<file path="src/rtl/cdc_pulse_stretcher.sv">
`default_nettype none
// ============================================================================
// Module   : cdc_pulse_stretcher
// Purpose  : Widens and spaces per-lane event pulses so that a slower
//            destination-clock synchronizer can sample every high and low.
// Revision : 1.0 - initial release
// ============================================================================
module cdc_pulse_stretcher #(
    parameter int DATA_BITS  = 1,
    parameter int STRETCH    = 3,
    parameter int GAP        = 2,
    parameter int PEND_DEPTH = 2
) (
    input  logic                 clk,
    input  logic                 reset,
    input  logic [DATA_BITS-1:0] pulse_in,
    input  logic [DATA_BITS-1:0] clear_ovf,
    output logic [DATA_BITS-1:0] pulse_out,
    output logic [DATA_BITS-1:0] busy,
    output logic [DATA_BITS-1:0] overflow
);

    localparam int c_CNT_MAX = (STRETCH > GAP) ? STRETCH : GAP;
    localparam int c_CNT_W   = $clog2(c_CNT_MAX + 1);
    localparam int c_PEND_W  = $clog2(PEND_DEPTH + 1);

    localparam logic [c_CNT_W-1:0]  c_STRETCH_LD = c_CNT_W'(STRETCH - 1);
    localparam logic [c_CNT_W-1:0]  c_GAP_LD     = c_CNT_W'(GAP - 1);
    localparam logic [c_CNT_W-1:0]  c_CNT_ONE    = c_CNT_W'(1);
    localparam logic [c_PEND_W-1:0] c_PEND_ONE   = c_PEND_W'(1);
    localparam logic [c_PEND_W-1:0] c_PEND_FULL  = c_PEND_W'(PEND_DEPTH);

    typedef enum logic [1:0] {
        S_IDLE = 2'd0,
        S_HIGH = 2'd1,
        S_LOW  = 2'd2
    } state_t;

    for (genvar i = 0; i < DATA_BITS; i++) begin : g_lane
        state_t                r_state;
        logic [c_CNT_W-1:0]    r_cnt;
        logic [c_PEND_W-1:0]   r_pend;
        logic                  r_pulse;
        logic                  r_busy;
        logic                  r_ovf;

        logic w_ev;
        logic w_cnt_zero;
        logic w_accept;
        logic w_queue;
        logic w_drop;

        assign w_ev       = pulse_in[i];
        assign w_cnt_zero = (r_cnt == '0);
        // Events are queued while a pulse is in flight, except on the LOW
        // exit cycle where they are folded into the restart decision.
        assign w_accept   = (r_state == S_HIGH) || ((r_state == S_LOW) && !w_cnt_zero);
        assign w_queue    = w_accept && w_ev && (r_pend != c_PEND_FULL);
        assign w_drop     = w_accept && w_ev && (r_pend == c_PEND_FULL);

        always_ff @(posedge clk) begin
            if (reset) begin
                r_state <= S_IDLE;
                r_cnt   <= '0;
                r_pend  <= '0;
                r_pulse <= 1'b0;
                r_busy  <= 1'b0;
                r_ovf   <= 1'b0;
            end else begin
                case (r_state)
                    S_IDLE: begin
                        if (w_ev) begin
                            r_state <= S_HIGH;
                            r_cnt   <= c_STRETCH_LD;
                            r_pulse <= 1'b1;
                            r_busy  <= 1'b1;
                        end
                    end
                    S_HIGH: begin
                        if (!w_cnt_zero) begin
                            r_cnt <= r_cnt - c_CNT_ONE;
                        end else begin
                            r_state <= S_LOW;
                            r_cnt   <= c_GAP_LD;
                            r_pulse <= 1'b0;
                        end
                    end
                    S_LOW: begin
                        if (!w_cnt_zero) begin
                            r_cnt <= r_cnt - c_CNT_ONE;
                        end else if ((r_pend != '0) || w_ev) begin
                            r_state <= S_HIGH;
                            r_cnt   <= c_STRETCH_LD;
                            r_pulse <= 1'b1;
                            // pend - 1 + E: unchanged when a new event replaces the one consumed
                            if ((r_pend != '0) && !w_ev) begin
                                r_pend <= r_pend - c_PEND_ONE;
                            end
                        end else begin
                            r_state <= S_IDLE;
                            r_busy  <= 1'b0;
                        end
                    end
                    default: begin
                        r_state <= S_IDLE;
                        r_cnt   <= '0;
                        r_pend  <= '0;
                        r_pulse <= 1'b0;
                        r_busy  <= 1'b0;
                    end
                endcase

                if (w_queue) begin
                    r_pend <= r_pend + c_PEND_ONE;
                end

                if (w_drop) begin
                    r_ovf <= 1'b1;
                end else if (clear_ovf[i]) begin
                    r_ovf <= 1'b0;
                end
            end
        end

        assign pulse_out[i] = r_pulse;
        assign busy[i]      = r_busy;
        assign overflow[i]  = r_ovf;
    end

endmodule
`default_nettype wire

</file>
<file path="config.mk">
export PLATFORM = sky130hd
export DESIGN_NAME = cdc_pulse_stretcher
export DESIGN_NICKNAME = d
export VERILOG_FILES = /design/src/rtl/cdc_pulse_stretcher.sv
export SDC_FILE = /design/constraint.sdc
export NUM_CORES = 1
export LEC_CHECK = 0
export CAP_MARGIN = 20
export CELL_PAD_IN_SITES_DETAIL_PLACEMENT = 1
export CELL_PAD_IN_SITES_GLOBAL_PLACEMENT = 1
export CORE_ASPECT_RATIO = 1.25
export CORE_MARGIN = 10
export CORE_UTILIZATION = 25
export CTS_CLUSTER_DIAMETER = 150
export CTS_CLUSTER_SIZE = 28
export DETAILED_ROUTE_END_ITERATION = 16
export GPL_TIMING_DRIVEN = 0
export PLACE_DENSITY_LB_ADDON = 0.1
export RECOVER_POWER = 25
export SLEW_MARGIN = 20
export SYNTH_ARGS = -nofsm -noshare
export SYNTH_HDL_FRONTEND = slang
export SYNTH_SLANG_ARGS = --single-unit
</file>
<file path="constraint.sdc">
create_clock -name clk -period 1.37 [get_ports clk]
set_input_delay 0.2055 -clock clk [delete_from_list [all_inputs] [get_ports clk]]
set_output_delay 0.2055 -clock clk [all_outputs]
set_load 0.01 [all_outputs]
</file>
* After elaboration in Yosys (flattened, before gate mapping)
Index checks and enable logic that the tools add are counted.
Operators by class: reductions and logical operators 19, mux-type cells 25, bitwise operators 1, add/sub/neg operators 3, eq/ne operators 14
Operator list (number):
- two-way mux 2 bit | 11
- one-hot mux 2 bit (3 select lines) | 2
- AND reduction 4 bit | 3
- != test 2 bit, second input constant | 5
- two-way mux 1 bit | 9
- != test 3 x 2 -> 1 bit, second input constant | 3
- one-hot mux 1 bit (3 select lines) | 2
- logical AND 1 bit | 5
- == test 2 bit, second input constant | 2
- zero test 2 bit | 2
- != test 2 x 1 -> 1 bit, second input constant | 2
- one-hot mux 2 bit (2 select lines) | 1
- nonzero test 2 bit | 2
- subtractor 2 x 1 -> 2 bit, second input constant | 2
- != test 3 bit, second input constant | 1
- AND reduction 3 bit | 1
- adder 2 x 1 -> 2 bit, second input constant | 1
- == test 2 x 1 -> 1 bit, second input constant | 1
- zero test 1 bit | 2
- logical OR 1 bit | 2
- AND reduction 2 bit | 1
- OR reduction 2 bit | 1
- NOT 1 bit | 1
Word-level totals: word-level logic and storage cells 68, register bits 9, output and inout port bits 3

* Longest topological paths before layout
Gate-level depths: netlist of the first run.
depth in word-level cells 8, mapped depth 7, depth with buffers taken out 6

* Worst setup path before layout of the first run
No wires, ideal clock.
path type flip-flop to flip-flop, start point register g_lane[0].r_cnt[0], end point register g_lane[0].r_pend[1], setup time 79 ps, path slack -99 ps, data required time 1291 ps, stages on the path, launching flop included 7, arrival time 1389 ps, period minus slack after synthesis 1469 ps, path buffers 0, cell sequence dfxtp_1 -> inv_1 -> ha_1 -> or3b_4 -> a21boi_4 -> a221oi_2 -> a211oi_2
On the way: longest elaborated chain between the ends 8
Ends and longest elaborated chain:
- from (decl) | RTL line 41 | logic [c_CNT_W-1:0] r_cnt;
- from (signal assigned) | RTL line 74 | r_cnt <= c_STRETCH_LD;
- from (signal assigned) | RTL line 81 | r_cnt <= r_cnt - c_CNT_ONE;
- from (signal assigned) | RTL line 84 | r_cnt <= c_GAP_LD;
- zero test 2 bit (*) | RTL line 54 | assign w_cnt_zero = (r_cnt == '0);
- zero test 1 bit
- logical AND 1 bit | RTL line 57 | assign w_accept = (r_state == S_HIGH) || ((r_state == S_LOW) && !w_cnt_zero);
- logical OR 1 bit | RTL line 57
- logical AND 1 bit (2 in series) | RTL line 58 | assign w_queue = w_accept && w_ev && (r_pend != c_PEND_FULL);
- != test 3 x 2 -> 1 bit (no line) (tied with other cells)
- AND reduction 4 bit (no line)
- to (signal assigned) | RTL line 97 | r_pend <= r_pend - c_PEND_ONE;
- to (signal assigned) | RTL line 114 | r_pend <= r_pend + c_PEND_ONE;
- to (decl) | RTL line 42 | logic [c_PEND_W-1:0] r_pend;
Every way passes the cells marked *; elsewhere a longest branch is shown, timed or not. A chain may end at the register's enable or synchronous reset.

* Final worst setup path of the first run
start point register g_lane[0].r_pend[0], end point register g_lane[0].r_pend[1]
On the way: longest elaborated chain between the ends 6
Ends and longest elaborated chain:
- subtractor 2 x 1 -> 2 bit | RTL line 97
- two-way mux 2 bit | RTL line 96 | if ((r_pend != '0) && !w_ev) begin
- two-way mux 2 bit | RTL line 91 | end else if ((r_pend != '0) || w_ev) begin
- two-way mux 2 bit | RTL line 89 | if (!w_cnt_zero) begin
- one-hot mux 2 bit (2 select lines) | RTL line 70 | case (r_state)
- two-way mux 2 bit | RTL line 113 | if (w_queue) begin
Several ways; a longest one is shown, not always the timed one. The select of a mux whose other input is x is not followed.

==> results.yml, run 1 <==
sta:
  setup_ws_ns: -0.0303
  timing.fmax_ghz: 0.714
  relSlewSlack: 0.679
  fin_crit_sh: 1.02
  finalClockSkew_ns: 0.00261
  tightest_slew_ns: 0.481
  setup_viol: 3
  hold_violations: 0
  period_needed_ns: 1.40
  tns_ns: -0.0684
  rsz0062_at_grt: "yes"
  holdWs_ns: 0.357
  finalMaxSlewViolations: 0
clock_network:
  clk-insertion-delay-late_ns: 0.26
  cts_buffers: 3
  cts_tree: "yes"
  hold_buffers: 0
  h-tree-depth: 1
  clock_path_buffers: 2
  clockRootBuffer: "clkbuf_4"
  numClockSinks: 9
  clkTransAtPathRegs_ns: 0.07
floorplan:
  initial_core_util: 0.258
  io_pins: 7
  die_h_um: 76.0
  coreArea_sq_um: 2430
  die-area_sq_um: 4920
  die_w_um: 64.8
  fp-row-count: 20
placed_design:
  dp_hpwl_mm: 1.18
  routabilityCongestion: 0.685
  portBuffers: 4
  numPlacedInstances: 110
  pre_cts_slack_ns: -0.188
  placed_area_sq_um: 738
global_route:
  grt_pass1_vias: 628
  grt-ovfl-total: 0
  grt_util_all_layers: 0.0738
  grt_pass1_wl_mm: 2.87
  grt_max_degree: 11
  antenna_found_initial: 0
power:
  total_power_mw: 0.999
  peakVddDrop_v: 0.000455
  p_leak_nw: 0.359
  power_density_nw_per_um2: 1160
logic_synthesis:
  synth_async_sr_flop_share: 0
  synth_largest_area_cell: "dfxtp_1"
  synth_edf_count: 0
  syn_area_sq_um: 627
  avgSynthCellArea_sq_um: 8.59
  ys_top_cells_by_area: "dfxtp_1, ha_1, inv_1, a21oi_1, a211oi_2"
  yosysWarnings: 0
  synthTopCellsByCount: "inv_1, dfxtp_1, a21oi_1"
  yosysMostFrequentCell: "inv_1"
  syn_nets: 82
  synth_cells: 73
  ys_seq_area_frac: 0.287
  synth_seq_cells: 9
  yosysTopAreaCellShare: 0.287
  yosys_most_used_dff: "dfxtp_1"
  ys_types: 30
min_path:
  hold_path_class: "input port to flop"
route:
  routed_wl_mm: 1.66
  num_vias: 574
  routedWlPerCell_um: 13.5
  firstDrtPassIters: 3
  viasPerCell: 4.67
  drtAntennaViolNets: 0
  drtIter0Drc: 4
  route.detailed.drc: 0
finish:
  final_area_sq_um: 862
  fin_cells: 123
  final_core_util: 0.355
  drive_above_1_share: 0.400
  fin_nets: 100
  diodes: 0
  synthToLayoutAreaGrowth_pct: 37.5
  fill_cells: 302
run_status:
  outcome: "finished, violations left"
  violations: "negative setup slack"
flow_run:
  max_cap_viol_count: 0
worst_setup_path:
  cp-end-kind: "flop"
  start_kind: "flop"
  path_class: "flop to flop"
  worst-path-max-fanout: 5
  crit_required_ns: 1.56
  arrival_ns: 1.59
critical path, stage by stage, from the launching register on:
cell	delay, ns
dfxtp_2	0.33
inv_2	0.05
ha_4	0.17
or2b_1	0.26
nor4b_4	0.27
a221oi_2	0.10
a211oi_2	0.13
routing by layer:
metal	global-route usage	routed length, um
met5	0	0
met4	0.0365	11
met3	0.0265	57
met2	0.121	875
met1	0.0812	715
registers in the layout (all words and copies together), names as in the netlist:
register and count:
pulse_out 1, g_lane.r_cnt 2, g_lane.r_pend 2, busy 1, overflow 1, g_lane.r_state 2
cell usage in the layout, fill, tap and decap left out, types with 3 or more instances in the layout:
cell type  Yosys  layout
a21oi_1        8       8
dfxtp_1        9       4
buf_4          1       9
dfxtp_2        0       5
inv_1         11       7
inv_2          0       4
o21ai_0        5       4
clkbuf_4       0       3
nand2b_1       4       4
ha_1           5       3
cells by family after synthesis:
family	share of synthesized area
compound gates	0.325
buf+inv	0.106
simple gates	0.182
flops	0.287
fa+ha+maj	0.0998
report_power, final:
part           switching (mW)  leakage (nW)  internal [mW]  total [mW]
Sequential             0.0345        0.0760          0.303       0.338
Combinational           0.214         0.268          0.228       0.442
Clock                   0.106        0.0150          0.113       0.219
Total                   0.355         0.359          0.644       0.999
worst paths after layout:
kind,start,endpoint,slack (ns),cells after the start
max,g_lane[0].r_pend[0],g_lane[0].r_pend[1],-0.03,6
max reg2reg,g_lane[0].r_pend[0],g_lane[0].r_pend[1],-0.03,6
min,reset,overflow,0.36,2
min reg2reg,g_lane[0].r_cnt[1],g_lane[0].r_cnt[1],0.50,2
final cells by class:
cell class,instances,area [sq um],area share
plain buffers,5,30.0,0.0348
clock buffers,4,26.3,0.0305
repair buffers,13,105,0.122
multi-input cells,48,432,0.501
well taps,33,41.3,0.0479
inverters,11,41.3,0.0479
flip-flops and latches,9,186,0.216
what timing repair did:
action / CTS / global route
buffers inserted: 9 / 0
cloned: 0 / 0
setup endpoints to repair: 6 / 6
resized for setup: 8 / 3
pin swaps: 7 / 1
(Power assumes the default switching activity.)
==> run 2, diff against run 1 <==
--- a/config.mk
+++ b/config.mk
@@ -10,13 +10,14 @@
 export CELL_PAD_IN_SITES_GLOBAL_PLACEMENT = 1
 export CORE_ASPECT_RATIO = 1.25
 export CORE_MARGIN = 10
-export CORE_UTILIZATION = 25
+export CORE_UTILIZATION = 36
 export CTS_CLUSTER_DIAMETER = 150
 export CTS_CLUSTER_SIZE = 28
 export DETAILED_ROUTE_END_ITERATION = 16
 export GPL_TIMING_DRIVEN = 0
 export PLACE_DENSITY_LB_ADDON = 0.1
 export RECOVER_POWER = 25
+export SETUP_SLACK_MARGIN = 0.05
 export SLEW_MARGIN = 20
 export SYNTH_ARGS = -nofsm -noshare
 export SYNTH_HDL_FRONTEND = slang
==> run 2 against run 1 <==
Effect of this change:
- the run still ends with negative setup slack left
- fmax decreased by 2.5%
- sequential power decreased by 1%
- hold slack got worse by 0.0083 ns
- flip-flop and latch count unchanged
- register-to-register slack got worse by 0.04 ns
- routed wire length unchanged
- worst setup slack got worse by 0.036 ns
- global-route usage increased by 2.0 points
==> results.yml, run 2 (same netlist as run 1, synthesis figures left out) <==
run_status:
  outcome: "finished, violations left"
  violations: "negative setup slack"
sta:
  relSlewSlack: 0.659
  timing.fmax_ghz: 0.696
  hold_violations: 0
  finalClockSkew_ns: 0.00223
  holdWs_ns: 0.348
  finalMaxSlewViolations: 0
  fin_crit_sh: 1.05
  rsz0062_at_grt: "yes"
  tightest_slew_ns: 0.511
  setup_viol: 3
  period_needed_ns: 1.44
  setup_ws_ns: -0.0660
worst_setup_path:
  crit_required_ns: 1.56
  path_class: "flop to flop"
  rr_worst_depth: 6
  arrival_ns: 1.63
  worst-path-max-fanout: 5
  cp-end-kind: "flop"
  start_kind: "flop"
  reg2reg_slack_ns: -0.07
placed_design:
  portBuffers: 4
  numPlacedInstances: 95
  dp_hpwl_mm: 1.11
  routabilityCongestion: 0.709
route:
  firstDrtPassIters: 2
  routedWlPerCell_um: 15.2
  viasPerCell: 5.56
  route.detailed.drc: 0
  drtIter0Drc: 5
  drtAntennaViolNets: 0
  num_vias: 606
  routed_wl_mm: 1.66
finish:
  drive_above_1_share: 0.418
  diodes: 0
  layout_commonest_cell: "buf_4"
  synthToLayoutAreaGrowth_pct: 35.3
  fin_nets: 101
  final_cell_mix: "buf_4, a21oi_1, inv_1"
  largestRegisters: "g_lane.r_cnt (2), g_lane.r_pend (2), g_lane.r_state (2)"
  fin_cells: 109
  fill_cells: 201
global_route:
  grt_util_all_layers: 0.0935
  grt-ovfl-total: 0
  grt_pass1_vias: 620
  grt_max_degree: 11
  antenna_found_initial: 0
  grt_pass1_wl_mm: 2.86
floorplan:
  coreArea_sq_um: 1600
  initial_core_util: 0.391
  die-area_sq_um: 3820
  die_h_um: 66.7
  io_pins: 7
  die_w_um: 57.3
  fp-row-count: 16
clock_network:
  clk-insertion-delay-late_ns: 0.27
  cts_buffers: 3
  h-tree-depth: 1
  clockRootBuffer: "clkbuf_4"
  hold_buffers: 0
  numClockSinks: 9
  cts_tree: "yes"
  clock_path_buffers: 2
  clkTransAtPathRegs_ns: 0.07
flow_run:
  max_cap_viol_count: 0
min_path:
  hold_path_class: "input port to flop"
  min_path_cells: 2
power:
  peakVddDrop_v: 0.000609
  p_leak_nw: 0.369
  power_density_nw_per_um2: 1180
==> run 2: per-layer routing <==
layer,vias up,routed length (um),track usage
met4,0,35,0.0618
met2,10,843,0.163
met3,5,83,0.0266
met5,-,0,0
met1,300,697,0.0950
li1,291,-,-
==> run 2: what timing repair did <==
item,in CTS,in global routing
buffers inserted,8,2
resized for setup,6,4
setup endpoints to repair,8,7
pin swaps,6,2
==> run 2: layout make-up <==
| type | count | area [sq um] | share of cell area |
|---|---|---|---|
| Timing Repair Buffer | 14 | 111 | 0.131 |
| Sequential cell | 9 | 185 | 0.218 |
| Tap cell | 18 | 22.5 | 0.0265 |
| Inverter | 11 | 41.3 | 0.0487 |
| Buffer | 5 | 30.0 | 0.0354 |
| Multi-Input combinational cell | 48 | 432 | 0.509 |
| Clock buffer | 4 | 26.3 | 0.0310 |
==> run 2: worst paths after layout <==
kind                                          start                   to
worst max-delay path            g_lane[0].r_pend[0]  g_lane[0].r_pend[1]
worst min-delay path                          reset             overflow
worst max register to register  g_lane[0].r_pend[0]  g_lane[0].r_pend[1]
worst min register to register   g_lane[0].r_cnt[1]   g_lane[0].r_cnt[1]
==> run 2: critical path, stage by stage (launching register included) <==
cell	delay [ns]
dfxtp_2	0.34
inv_2	0.05
ha_4	0.17
or2b_1	0.27
nor4b_4	0.28
a221oi_2	0.10
a211oi_2	0.14
==> run 2: report_power, final <==
group          switching (mW)  leakage, nW  internal, mW  total [mW]
clock                   0.109       0.0150         0.113       0.222
sequential             0.0323       0.0757         0.302       0.334
combinational           0.214        0.279         0.232       0.446
total                   0.356        0.369         0.647        1.00
==> run 2: stage by stage <==
stage / power (mW) / setup slack (ns) / util / cell area (sq um) / TNS [ns]
floorplan: 0.600 / -0.0133 / - / 657 / -0.0133
global placement: 0.680 / -0.151 / 0.449 / 719 / -0.449
detailed placement: 0.693 / -0.144 / 0.449 / 719 / -0.449
CTS: 0.980 / -0.0629 / 0.509 / 816 / -0.116
global route: 1.08 / -0.139 / 0.530 / 848 / -0.437
finish: 1.00 / -0.0660 / 0.530 / 848 / -0.102
